[config.mk]
export PLATFORM = sky130hd
export DESIGN_NAME = sdram_refresh_arbiter
export DESIGN_NICKNAME = d
export VERILOG_FILES = /design/src/rtl/sdram_refresh_arbiter_pkg.sv /design/src/rtl/sdram_refresh_arbiter_refresh_timer.sv /design/src/rtl/sdram_refresh_arbiter.sv
export SDC_FILE = /design/constraint.sdc
export NUM_CORES = 1
export LEC_CHECK = 0
export ABC_AREA = 1
export BUFFER_PORTS_ARGS = -buffer_cell sky130_fd_sc_hd__buf_2
export CAP_MARGIN = 20
export CORE_UTILIZATION = 42
export CTS_CLUSTER_SIZE = 10
export DETAILED_ROUTE_END_ITERATION = 10
export PLACE_DENSITY = 0.67
export SYNTH_ARGS = -nofsm -noshare
export SYNTH_HDL_FRONTEND = slang
export SYNTH_SLANG_ARGS = --single-unit
[constraint.sdc]
create_clock -name MEMCLK -period 2.4 [get_ports MEMCLK]
set_input_delay 0.48 -clock MEMCLK [delete_from_list [all_inputs] [get_ports MEMCLK]]
set_output_delay 0.48 -clock MEMCLK [all_outputs]
set_load 0.02 [all_outputs]
[src/rtl/sdram_refresh_arbiter_pkg.sv]
// sdram_refresh_arbiter_pkg
// Shared definitions for the SDRAM refresh arbiter. It holds the arbiter
// state encoding, the default timing parameters and the saturating
// credit-update helper.
// No ports. The optional macro REFRESH_POSTPONE_EN is consumed by the top
// module, not by this package.

package sdram_refresh_arbiter_pkg;

  // Arbiter states. IDLE arbitrates, BUS/REFRESH own the sequencer and
  // RECOVER enforces the post-refresh quiet time.
  typedef enum logic [1:0] {
    ARB_IDLE    = 2'd0,
    ARB_BUS     = 2'd1,
    ARB_REFRESH = 2'd2,
    ARB_RECOVER = 2'd3
  } arb_state_t;

  // 64 ms / 4096 rows at 25 MHz.
  localparam int REFRESH_INTERVAL_DEFAULT = 390;
  localparam int MAX_PENDING_DEFAULT      = 8;
  localparam int T_RECOVER_DEFAULT        = 2;
  localparam int PENDING_W                = 4;

  // Saturating credit update. A simultaneous increment and decrement cancel.
  // The counter never wraps past max or below zero.
  function automatic logic [PENDING_W-1:0] credit_next(
    input logic [PENDING_W-1:0] cur,
    input logic                 inc,
    input logic                 dec,
    input logic [PENDING_W-1:0] max
  );
    logic [PENDING_W-1:0] res;
    res = cur;
    if (inc && !dec) begin
      if (cur != max) res = cur + PENDING_W'(1);
      else            res = cur;
    end else if (dec && !inc) begin
      if (cur != {PENDING_W{1'b0}}) res = cur - PENDING_W'(1);
      else                          res = cur;
    end else begin
      res = cur;
    end
    return res;
  endfunction

endpackage

[src/rtl/sdram_refresh_arbiter_refresh_timer.sv]
// sdram_refresh_arbiter_refresh_timer
// Free-running refresh interval counter. It counts 0..INTERVAL-1 while
// init_done is high and emits a one-cycle tick on the wrap. While init_done
// is low the counter is held at 0, so no tick can occur before the SDRAM is
// initialised.
// Ports:
//   MEMCLK     in  clock
//   RESET_n    in  synchronous reset, active low
//   init_done  in  SDRAM init complete (level)
//   tick       out one-cycle pulse on every interval wrap

module sdram_refresh_arbiter_refresh_timer
  import sdram_refresh_arbiter_pkg::*;
#(
  parameter int INTERVAL = REFRESH_INTERVAL_DEFAULT
) (
  input  logic MEMCLK,
  input  logic RESET_n,
  input  logic init_done,
  output logic tick
);

  localparam int TW = (INTERVAL > 1) ? $clog2(INTERVAL) : 1;
  localparam logic [TW-1:0] LAST = TW'(INTERVAL - 1);

  logic [TW-1:0] count;

  // Interval counter, cleared by reset and held at zero until init is done.
  always_ff @(posedge MEMCLK) begin
    if (!RESET_n) begin
      count <= '0;
    end else if (!init_done) begin
      count <= '0;
    end else if (count == LAST) begin
      count <= '0;
    end else begin
      count <= count + TW'(1);
    end
  end

  // The tick is decoded from the counter register and gated so that a stale
  // count cannot tick in the cycle in which init_done drops.
  assign tick = init_done && (count == LAST);

endmodule

[src/rtl/sdram_refresh_arbiter.sv]
// sdram_refresh_arbiter
// Shares the SDRAM command sequencer between Zorro II RAM cycles and
// periodic auto-refresh. The module owns the refresh credit counter, the
// grant FSM and the post-refresh recovery counter. The interval timer lives
// in sdram_refresh_arbiter_refresh_timer.
//
// Optional macro REFRESH_POSTPONE_EN:
//   defined   -> bus cycles may postpone refresh until MAX_PENDING credits
//                are owed.
//   undefined -> credits saturate at 1 and any owed refresh beats a bus
//                request in IDLE.
//
// Ports:
//   MEMCLK        in   clock
//   RESET_n       in   synchronous reset, active low
//   init_done     in   SDRAM power-up init complete (level)
//   bus_req       in   RAM cycle requested (level)
//   bus_done      in   pulse: bus cycle finished
//   ref_done      in   pulse: refresh command finished
//   bus_gnt       out  bus cycle may run; held until bus_done
//   ref_gnt       out  refresh may run; held until ref_done
//   ref_pending   out  [3:0] refresh credits owed
//   ref_overflow  out  sticky: a tick arrived with credits saturated

module sdram_refresh_arbiter
  import sdram_refresh_arbiter_pkg::*;
#(
  parameter int REFRESH_INTERVAL = REFRESH_INTERVAL_DEFAULT,
  parameter int MAX_PENDING      = MAX_PENDING_DEFAULT,
  parameter int T_RECOVER        = T_RECOVER_DEFAULT
) (
  input  logic                 MEMCLK,
  input  logic                 RESET_n,
  input  logic                 init_done,
  input  logic                 bus_req,
  input  logic                 bus_done,
  input  logic                 ref_done,
  output logic                 bus_gnt,
  output logic                 ref_gnt,
  output logic [PENDING_W-1:0] ref_pending,
  output logic                 ref_overflow
);

`ifdef REFRESH_POSTPONE_EN
  localparam int MAX_EFF = MAX_PENDING;
`else
  // Without postponement a single owed refresh already counts as saturated.
  localparam int MAX_EFF = (MAX_PENDING < 1) ? MAX_PENDING : 1;
`endif

  localparam logic [PENDING_W-1:0] PEND_MAX = PENDING_W'(MAX_EFF);
  localparam int RW = (T_RECOVER > 1) ? $clog2(T_RECOVER) : 1;
  localparam logic [RW-1:0] REC_LAST = RW'(T_RECOVER - 1);

  arb_state_t    state;
  arb_state_t    state_next;
  logic          tick;
  logic [RW-1:0] rec_cnt;
  logic          rec_done;

  sdram_refresh_arbiter_refresh_timer #(
    .INTERVAL (REFRESH_INTERVAL)
  ) u_refresh_timer (
    .MEMCLK    (MEMCLK),
    .RESET_n   (RESET_n),
    .init_done (init_done),
    .tick      (tick)
  );

  // Credit counter and sticky overflow flag. A tick that arrives while the
  // credits are saturated, with no ref_done to cancel it, is lost and
  // flagged.
  always_ff @(posedge MEMCLK) begin
    if (!RESET_n) begin
      ref_pending  <= '0;
      ref_overflow <= 1'b0;
    end else begin
      ref_pending <= credit_next(ref_pending, tick, ref_done, PEND_MAX);
      if (tick && !ref_done && (ref_pending == PEND_MAX)) begin
        ref_overflow <= 1'b1;
      end else begin
        ref_overflow <= ref_overflow;
      end
    end
  end

  // Recovery counter. It runs only in RECOVER and is cleared everywhere else.
  always_ff @(posedge MEMCLK) begin
    if (!RESET_n) begin
      rec_cnt <= '0;
    end else if ((state == ARB_RECOVER) && !rec_done) begin
      rec_cnt <= rec_cnt + RW'(1);
    end else begin
      rec_cnt <= '0;
    end
  end

  assign rec_done = (rec_cnt == REC_LAST);

  // State register.
  always_ff @(posedge MEMCLK) begin
    if (!RESET_n) begin
      state <= ARB_IDLE;
    end else begin
      state <= state_next;
    end
  end

  // Next-state logic. Grants are released only by their own done pulse, so a
  // grant never changes in the middle of a cycle. Saturated credits take
  // priority over a bus request.
  always_comb begin
    state_next = state;
    case (state)
      ARB_IDLE: begin
        if (!init_done) begin
          state_next = ARB_IDLE;
        end else if (ref_pending == PEND_MAX) begin
          state_next = ARB_REFRESH;
        end else if (bus_req) begin
          state_next = ARB_BUS;
        end else if (ref_pending != {PENDING_W{1'b0}}) begin
          state_next = ARB_REFRESH;
        end else begin
          state_next = ARB_IDLE;
        end
      end
      ARB_BUS: begin
        if (bus_done) state_next = ARB_IDLE;
        else          state_next = ARB_BUS;
      end
      ARB_REFRESH: begin
        if (ref_done) state_next = ARB_RECOVER;
        else          state_next = ARB_REFRESH;
      end
      ARB_RECOVER: begin
        if (rec_done) state_next = ARB_IDLE;
        else          state_next = ARB_RECOVER;
      end
      default: begin
        state_next = ARB_IDLE;
      end
    endcase
  end

  // Output decode. The grants come straight from the state register, so they
  // are glitch-free and mutually exclusive by construction.
  always_comb begin
    bus_gnt = 1'b0;
    ref_gnt = 1'b0;
    case (state)
      ARB_BUS:     bus_gnt = 1'b1;
      ARB_REFRESH: ref_gnt = 1'b1;
      default: begin
        bus_gnt = 1'b0;
        ref_gnt = 1'b0;
      end
    endcase
  end

endmodule

After elaboration in Yosys (flattened, before gate mapping)
Index checks and enable logic that the tools add are counted.
Operators by class
  add/sub/neg operators: 4
  equal/unequal tests: 7
  mux-type cells: 14
  bitwise gates (word level): 2
  reductions and logical operators: 15
Operator list (count)
  4-bit 2-to-1 mux: 4
  2-bit 2-to-1 mux: 5
  9-bit by 1-bit adder with 9-bit output (second input constant): 1
  9-bit equality test (second input constant): 1
  2-bit one-hot mux with 4 select lines: 1
  1-bit logical AND: 5
  4-bit by 1-bit adder with 4-bit output (second input constant): 1
  2-bit equality test (second input constant): 2
  4-bit by 1-bit equality test with 1-bit output (second input constant): 1
  1-bit 2-to-1 mux: 4
  4-bit by 1-bit inequality test with 1-bit output (second input constant): 1
  2-bit nonzero test: 2
  4-bit nonzero test: 1
  4-bit by 1-bit subtractor with 4-bit output (second input constant): 1
  1-bit zero test: 3
  3-bit AND reduction: 1
  3-bit OR reduction: 1
  2-bit by 1-bit equality test with 1-bit output (second input constant): 1
  2-bit zero test: 1
  2-bit inequality test (second input constant): 1
  1-bit inverter: 2
  2-bit AND reduction: 1
  1-bit adder (second input constant): 1
Word-level totals
  flip-flop bits (word level): 17
  input bits: 6
  output and inout bits: 7
  logic and storage cells: 47

Longest topological paths before layout
Gate-level depths: netlist (run 1).
  depth in word-level cells: 6
  depth in mapped cells: 14
  gate-level depth less buffers: 14

By module
From an unflattened synthesis (run 1), not the netlist that was laid out.
Unflattened totals
  cell total of the unflattened synthesis: 144
  area total of the unflattened synthesis: 994.7 um2
By module, submodules not included
  sdram_refresh_arbiter: instances 1, cells each 73, area an instance 524.3 um2, seq. area each 160.2 um2
  sdram_refresh_arbiter_refresh_timer: instances 1, cells each 71, area an instance 470.5 um2, seq. area each 180.2 um2

Worst setup path before layout (run 1)
Ideal clock, no wire load.
  path kind: register to register
  start point: register u_refresh_timer.count[0]
  end point: register ref_pending[3]
  library setup time: 0.115 ns
  arrival: 1.577 ns
  required time: 2.285 ns
  setup slack: 0.708 ns
  stages on the path, launching flop included: 14
  buffers on the path: 0
  clock period less this slack: 1.692 ns
  cell sequence: dfxtp_1 ha_1 nand2_1 nor3_1 nand2_1 nor2_1 ha_1 inv_1 nand3_2 nand2_1 nor2_2 nand3_1 nand2_1 nor2_1
Between the ends
  longest elaborated chain between the ends: 6
  elaborated cells on any way between the ends: 10
  classes of those cells: 2 x eq/ne; 1 x mux; 7 x reduce/logical
RTL lines
  from (decl): RTL line sdram_refresh_arbiter_refresh_timer.sv:26  | logic [TW-1:0] count;
  from (signal assigned): RTL line sdram_refresh_arbiter_refresh_timer.sv:37  | count <= count + TW'(1);
  9-bit equality test *: RTL line sdram_refresh_arbiter_refresh_timer.sv:43  | assign tick = init_done && (count == LAST);
  1-bit logical AND *: RTL line sdram_refresh_arbiter_refresh_timer.sv:43
  1-bit zero test: RTL line sdram_refresh_arbiter_pkg.sv:38  | end else if (dec && !inc) begin
  1-bit logical AND: RTL line sdram_refresh_arbiter_pkg.sv:38
  2-bit nonzero test (no source line)
  3-bit AND reduction (no source line)
  to (signal assigned): RTL line sdram_refresh_arbiter.sv:78  | ref_pending <= credit_next(ref_pending, tick, ref_done, PEND_MAX);
  to (decl): RTL line sdram_refresh_arbiter.sv:40  | output logic [PENDING_W-1:0] ref_pending,
Mark *: on every way between the ends. The rest lies on a longest branch, timed or not.
A chain may end at the register's enable or synchronous reset.

Worst setup path in the final report (run 1)
Ends and elaborated chain as after synthesis.

==> results of run 1 <==
flip-flops by register name, summed over array words and instances, names as in the netlist:
signal and cells:
u_refresh_timer.count 9, rec_cnt 1, state 2, ref_overflow 1, ref_pending 4
final timing paths:
kind	startpoint	end	slack, ns	cells after the start
min	rec_cnt	rec_cnt	0.43	1
max reg2reg	u_refresh_timer.count[0]	ref_pending[3]	0.53	13
max	u_refresh_timer.count[0]	ref_pending[3]	0.53	13
min reg2reg	rec_cnt	rec_cnt	0.43	1
power by group:
part	internal [uW]	switching, uW
Clock	64.5	82.5
Combinational	145	221
Sequential	321	56.1
Total	530	359
area by class of cell:
class | instances | area [um2]
clock buffers | 4 | 26.3
fillers | 220 | 986
inverters | 19 | 71.3
multi-input cells | 91 | 524
flip-flops and latches | 17 | 340
well taps | 27 | 33.8
repair buffers | 12 | 60.1
metrics by stage:
step	total power, uW	hold WS (ns)
5_1_grt	973	0.458
3_5_place_dp	752	0.422
2_1_floorplan	676	0.402
4_1_cts	903	0.436
6_report	890	0.432
3_3_place_gp	751	0.415
metal layers:
metal | up-vias | routed length, um
li1 | 446 | -
met1 | 362 | 776
met2 | 11 | 763
met3 | 2 | 65
met4 | 0 | 12
met5 | - | 0
worst max-delay path: cells and delay by family (launching register included):
kind	cells	cell delay [ns]
fa+ha+maj	2	0.38
buf+inv	1	0.06
flops	1	0.38
simple gates	10	0.93
layout by cell type (no fill, tap or decap), types with 4 or more instances in the layout:
cell,n
sky130_fd_sc_hd__nand3_1,5
sky130_fd_sc_hd__nor3_1,8
sky130_fd_sc_hd__a21oi_1,10
sky130_fd_sc_hd__nand2_1,28
sky130_fd_sc_hd__buf_2,12
sky130_fd_sc_hd__dfxtp_1,17
sky130_fd_sc_hd__nor2_1,12
sky130_fd_sc_hd__inv_1,17
sky130_fd_sc_hd__xor2_1,4
sky130_fd_sc_hd__ha_1,7
sky130_fd_sc_hd__nand3_2,4
kinds of logic (layout without fill, tap and decap cells):
logic type | after synthesis | in the layout | synth area share
AND/OR/NAND/NOR | 64 | 64 | 0.325
flip-flops | 17 | 17 | 0.359
adder cells (fa/ha/maj) | 7 | 7 | 0.0925
XOR/XNOR | 5 | 5 | 0.0462
AO/OA/AOI/OAI | 15 | 15 | 0.0898
buffers and inverters | 20 | 35 | 0.0872
==> impl_metrics.tcl, run 1 <==
set metrics [dict create \
    die_area_um2 2450 \
    fin_tns_setup_ns 0 \
    nNetsFinal 157 \
    cell_count_post_placement 166 \
    buffer_ports.inserted 12 \
    netlist_instances 128 \
    edff_count_synth 0 \
    fmax_ghz 0.535 \
    die_width_um 49.5 \
    grt_max_degree 10 \
    path_cells "ha_1, nand2_1, nor3_1, nand2_1, nor2_1, ha_1, inv_1, nand3_2, nand2_1, nor2_2, nand3_1, nand2_1, nor2_1" \
    synth_ff_type "sky130_fd_sc_hd__dfxtp_1" \
    finClkSkew_ns 0.00161 \
    synth_commonest_cells "sky130_fd_sc_hd__nand2_1 (28), sky130_fd_sc_hd__dfxtp_1 (17), sky130_fd_sc_hd__inv_1 (17), sky130_fd_sc_hd__nor2_1 (12), sky130_fd_sc_hd__a21oi_1 (10)" \
    post_cts.repair.setup_buffers 0 \
    hold_path.class "reg2reg" \
    layout-drive-gt1-share 0.175 \
    wl_um 1620 \
    worstSetupEndpointType "register" \
    avgSynthCellArea_um2 7.40 \
    path_max_fanout 5 \
    timing.final.setup_violations 0 \
    power_per_cell_area_nw_per_um2 843 \
    hold_violations 0 \
    grt_setup_unrepaired "no" \
    synthesis.yosys.warnings 0 \
    post_cts_hold_buffer_count 0 \
    htreeDepth 1 \
    worst_pin_slew_ns 0.314 \
    grt.met1_usage 0.183 \
    start_kind "register" \
    busiest_layer "met2" \
    peakVddDrop_v 0.000324 \
    cts_inserted_buffers 3 \
    maxSlewViolCount 0 \
    track_usage 0.153 \
    total_leakage_power_uw 0.000471 \
    via_density_per_instance 4.83 \
    root_buffer "sky130_fd_sc_hd__clkbuf_4" \
    p_r_area_growth_vs_syn_pct 11.5 \
    dr_total_vias 821 \
    synth_top_area_frac 0.359 \
    drt-wirelength-per-cell_um 9.52 \
    synth-seq-cells 17 \
    globalRouteOverflowTotal 0 \
    status "completed" \
    number_of_library_cell_types_mapped_by_synthesis 23 \
    grt_pass1_wl_um 2840 \
    post_synth_instance_area_um2 947 \
    placedInstanceArea_um2 1030 \
    detailedPlacementHpwl_um 1320 \
    synth-seq-area-share 0.359 \
    finalWorstSetupSlack_ns 0.532 \
    clk_latency_ns 0.28 \
    initial_utilization 0.464 \
    globalplace.congestion 0.813 \
    critical-path-top-cell-by-count "sky130_fd_sc_hd__nand2_1" \
    maxSlewHeadroom 0.790 \
    gr-usage-met2 0.253 \
    fin_area_um2 1060 \
    synthesis.nets 141 \
    required_ns 2.58 \
    finalCritPeriodShare 0.778 \
    post_cts_resized 0 \
    cts.sinks 17 \
    drt-initial-drc-count 15 \
    critical_path.max_stage_delay_ns 0.38 \
    grt_antenna_before_repair 0 \
    max_cap_violations 0 \
    remaining_design_rule_violation_count 0 \
    timing.critical_path.slowest_stage_cell "sky130_fd_sc_hd__dfxtp_1" \
    die_height_um 49.5 \
    timing.critical_path.arrival_ns 2.05 \
    dpl_worst_slack_ns 0.543 \
    placementRows 16 \
    path_class "reg2reg" \
    core_region_area_um2 2040 \
    ios 13 \
    worst_setup_hold_path_clk_slew_ns 0.09 \
    final_antenna_net_count 0 \
    ys_async_sr_fraction 0 \
    yosysTopAreaCell "sky130_fd_sc_hd__dfxtp_1" \
    final_cell_count_no_fill 170 \
    grt_use_met3 0.0586 \
    yosys.cell_count.top_type "sky130_fd_sc_hd__nand2_1" \
    grt_pass1_vias 709 \
    drt-pass1-iter-count 4 \
    final_core_util 0.517 \
    cts_tree "built" \
    final.min_clock_period_ns 1.87 \
    synth.area.top_cells "sky130_fd_sc_hd__dfxtp_1 (36%), sky130_fd_sc_hd__nand2_1 (11%), sky130_fd_sc_hd__ha_1 (9.2%)" \
    antenna_cells 0 \
    maximum_root_to_sink_buffer_count 2 \
]
(Power assumes the default switching activity.)
==> run 2, diff against run 1 <==
--- a/config.mk
+++ b/config.mk
@@ -5,7 +5,7 @@
 export SDC_FILE = /design/constraint.sdc
 export NUM_CORES = 1
 export LEC_CHECK = 0
-export ABC_AREA = 1
+export ABC_AREA = 0
 export BUFFER_PORTS_ARGS = -buffer_cell sky130_fd_sc_hd__buf_2
 export CAP_MARGIN = 20
 export CORE_UTILIZATION = 42
==> constraint.sdc (replaced) <==
create_clock -name MEMCLK -period 1.9 [get_ports MEMCLK]
set_input_delay 0.38 -clock MEMCLK [delete_from_list [all_inputs] [get_ports MEMCLK]]
set_output_delay 0.38 -clock MEMCLK [all_outputs]
set_load 0.02 [all_outputs]
==> impl_metrics.tcl, run 2 <==
set metrics [dict create \
    cts_inserted_buffers 3 \
    globalRouteOverflowTotal 0 \
    drt-pass1-iter-count 4 \
    ys_async_sr_fraction 0 \
    die_width_um 49.0 \
    synth_ff_type "sky130_fd_sc_hd__dfxtp_1" \
    via_density_per_instance 5.24 \
    path_cells "inv_2, ha_4, nand4bb_4, nor4_2, and2_1, ha_2, mux2_4, a21o_4, o41ai_2" \
    start_kind "register" \
    synthAdderAreaFrac 0.0945 \
    hold_violations 0 \
    die_area_um2 2400 \
    htreeDepth 1 \
    largest_register_ff_count 9 \
    drt-wirelength-per-cell_um 13.3 \
    registers.top_by_ff_count "u_refresh_timer.count" \
    synth-xor-area-share 0.0378 \
    synth-seq-area-share 0.367 \
    p_r_area_growth_vs_syn_pct 33.2 \
    synth_simple_gate_area_share 0.204 \
    nNetsFinal 146 \
    dr_total_vias 833 \
    post_synth_instance_area_um2 927 \
    grt_pass1_vias 804 \
    grt_max_degree 11 \
    regArea_um2 343 \
    maxSlewViolCount 0 \
    antenna_cells 0 \
    p_clk_frac 0.156 \
    die_height_um 49.0 \
    final_layout_fill_cell_count 175 \
    fmax_ghz 0.481 \
    worstSetupEndpointType "register" \
    final_core_util 0.611 \
    detailedPlacementHpwl_um 1430 \
    power.internal_uw 784 \
    placementRows 16 \
    synth_top_family_by_area "simple AND/OR/NAND/NOR gates" \
    final_antenna_net_count 0 \
    globalplace.congestion 0.767 \
    synth_top_area_frac 0.367 \
    finalWorstSetupSlack_ns -0.178 \
    yosys-mux-area-fraction 0.0594 \
    yosysTopAreaCell "sky130_fd_sc_hd__dfxtp_1" \
    maxSlewHeadroom 0.599 \
    wl_met3_um 69 \
    clk_latency_ns 0.29 \
    max_cap_violations 0 \
    track_usage 0.188 \
    commonest_non_fill_non_tap_cells_in_the_layout "sky130_fd_sc_hd__dfxtp_1 (15), sky130_fd_sc_hd__buf_4 (14), sky130_fd_sc_hd__buf_2 (12)" \
    most_common_cell_after_layout_fill_and_taps_aside "sky130_fd_sc_hd__dfxtp_1" \
    synth.area.top_cells "sky130_fd_sc_hd__dfxtp_1 (37%), sky130_fd_sc_hd__ha_1 (9.4%), sky130_fd_sc_hd__a21oi_1 (4.3%)" \
    avgSynthCellArea_um2 9.18 \
    p_switching_uw 494 \
    routed.top_layer "met3" \
    required_ns 2.11 \
    finalCritPeriodShare 1.09 \
    peakVddDrop_v 0.000936 \
    power_per_cell_area_nw_per_um2 1040 \
    final.min_clock_period_ns 2.08 \
    layout-drive-gt1-share 0.348 \
    remaining_design_rule_violation_count 0 \
    number_of_library_cell_types_mapped_by_synthesis 34 \
    critical_path.max_stage_delay_ns 0.34 \
    initial_utilization 0.459 \
    cpLargestDelayFamily "compound AO/OA/AOI/OAI gates" \
    path_max_fanout 3 \
    hp-start "ref_done" \
    cts_tree "built" \
    timing.critical_path.arrival_ns 2.29 \
    netlist_instances 101 \
    drt-initial-drc-count 20 \
    worst_pin_slew_ns 0.599 \
    met1Wirelength_um 928 \
    timing.critical_path.slowest_stage_cell "sky130_fd_sc_hd__dfxtp_2" \
    grt_antenna_before_repair 0 \
    biggestRegsByFlops "u_refresh_timer.count: 9 flops, ref_pending: 4 flops, state: 2 flops" \
    yosys.cell_count.top_type "sky130_fd_sc_hd__dfxtp_1" \
    maximum_root_to_sink_buffer_count 2 \
    finClkSkew_ns 0.0133 \
    synthesis.yosys.warnings 0 \
    core_region_area_um2 2020 \
    wl_um 2110 \
    status "finished, violations left" \
    ios 13 \
    edff_count_synth 0 \
    cp.buffers_inverters 1 \
    root_buffer "sky130_fd_sc_hd__clkbuf_4" \
    reg_to_reg_start "u_refresh_timer.count[1]" \
    post_cts_hold_buffer_count 0 \
    timing.final.setup_violations 4 \
    footprint_of_the_multi_input_gates_um2 618 \
    compound_gate_fraction_of_synth_area 0.197 \
    buffer_ports.inserted 12 \
    timing.reg2reg.setup_slack_ns -0.18 \
    total_leakage_power_uw 0.000514 \
    grt_pass1_wl_um 3420 \
    power_switching_share 0.387 \
    path_class "reg2reg" \
    power.share.combinational 0.457 \
    cts.sinks 17 \
    worst_setup_hold_path_clk_slew_ns 0.11 \
    hold_path.class "in2reg" \
    synthesis.nets 114 \
    failing_checks "setup timing" \
    synth_commonest_cells "sky130_fd_sc_hd__dfxtp_1 (17), sky130_fd_sc_hd__a21oi_1 (8), sky130_fd_sc_hd__nand2_1 (8), sky130_fd_sc_hd__nor2_1 (8)" \
    synth-seq-cells 17 \
    detailroute.wirelength.met2_um 1110 \
    crit_start "u_refresh_timer.count[1]" \
    pwr-share-seq 0.387 \
    grt_setup_unrepaired "yes" \
    fin_tns_setup_ns -0.644 \
]
-- run 2: cells by family after synthesis --
kind of cell | count (synthesis)
compound gates | 24
xor+xnor | 4
fa+ha+maj | 7
buf+inv | 8
flops | 17
mux | 5
simple gates | 36
-- run 2: worst paths after layout --
path	end	depth (start not counted)
max	ref_pending[2]	9
min	state[0]	3
max reg2reg	ref_pending[2]	9
min reg2reg	rec_cnt	1
-- run 2: per-layer routing --
metal | up-vias | global-route usage
met1 | 388 | 0.202
li1 | 428 | -
met5 | - | 0
met2 | 17 | 0.354
met3 | 0 | 0.0405
met4 | 0 | 0.0735
-- run 2: timing repair --
item                       CTS  global route
resized for setup            7             5
pin swaps                    4             3
setup endpoints to repair    4             4
buffers inserted             1             3
-- run 2: power by group through the flow --
stage          Sequential [uW]  Clock, uW  Combinational [uW]
4_1_cts                    490        199                 506
3_3_place_gp               494          0                 481
2_1_floorplan              525          0                 340
5_1_grt                    505        220                 629
3_5_place_dp               497          0                 486
6_report                   494        200                 584
-- run 2: worst reg2reg max path: stages (launching register included) --
cell and delay (ns):
sky130_fd_sc_hd__dfxtp_2 0.34, sky130_fd_sc_hd__inv_2 0.06, sky130_fd_sc_hd__ha_4 0.14, sky130_fd_sc_hd__nand4bb_4 0.12
sky130_fd_sc_hd__nor4_2 0.16, sky130_fd_sc_hd__and2_1 0.18, sky130_fd_sc_hd__ha_2 0.19, sky130_fd_sc_hd__mux2_4 0.31
sky130_fd_sc_hd__a21o_4 0.23, sky130_fd_sc_hd__o41ai_2 0.27
-- run 2: final cells by class --
cell class                 count  share of cell area
tap                           27              0.0274
multi-input combinational     76               0.501
clock buffer                   4              0.0213
sequential                    17               0.278
inverter                       7              0.0213
timing repair buffer          28               0.152
-- run 2: metrics by stage --
stage | instances | total power [uW] | hold WS, ns | setup WS [ns] | cell area [um2]
6_report | 159 | 1280 | 0.392 | -0.178 | 1230
5_1_grt | 159 | 1350 | 0.415 | -0.276 | 1230
4_1_cts | 156 | 1200 | 0.396 | -0.133 | 1170
3_5_place_dp | 151 | 983 | 0.440 | -0.260 | 1100
3_3_place_gp | 151 | 975 | 0.436 | -0.167 | 1100
2_1_floorplan | 101 | 865 | 0.417 | -0.116 | 932
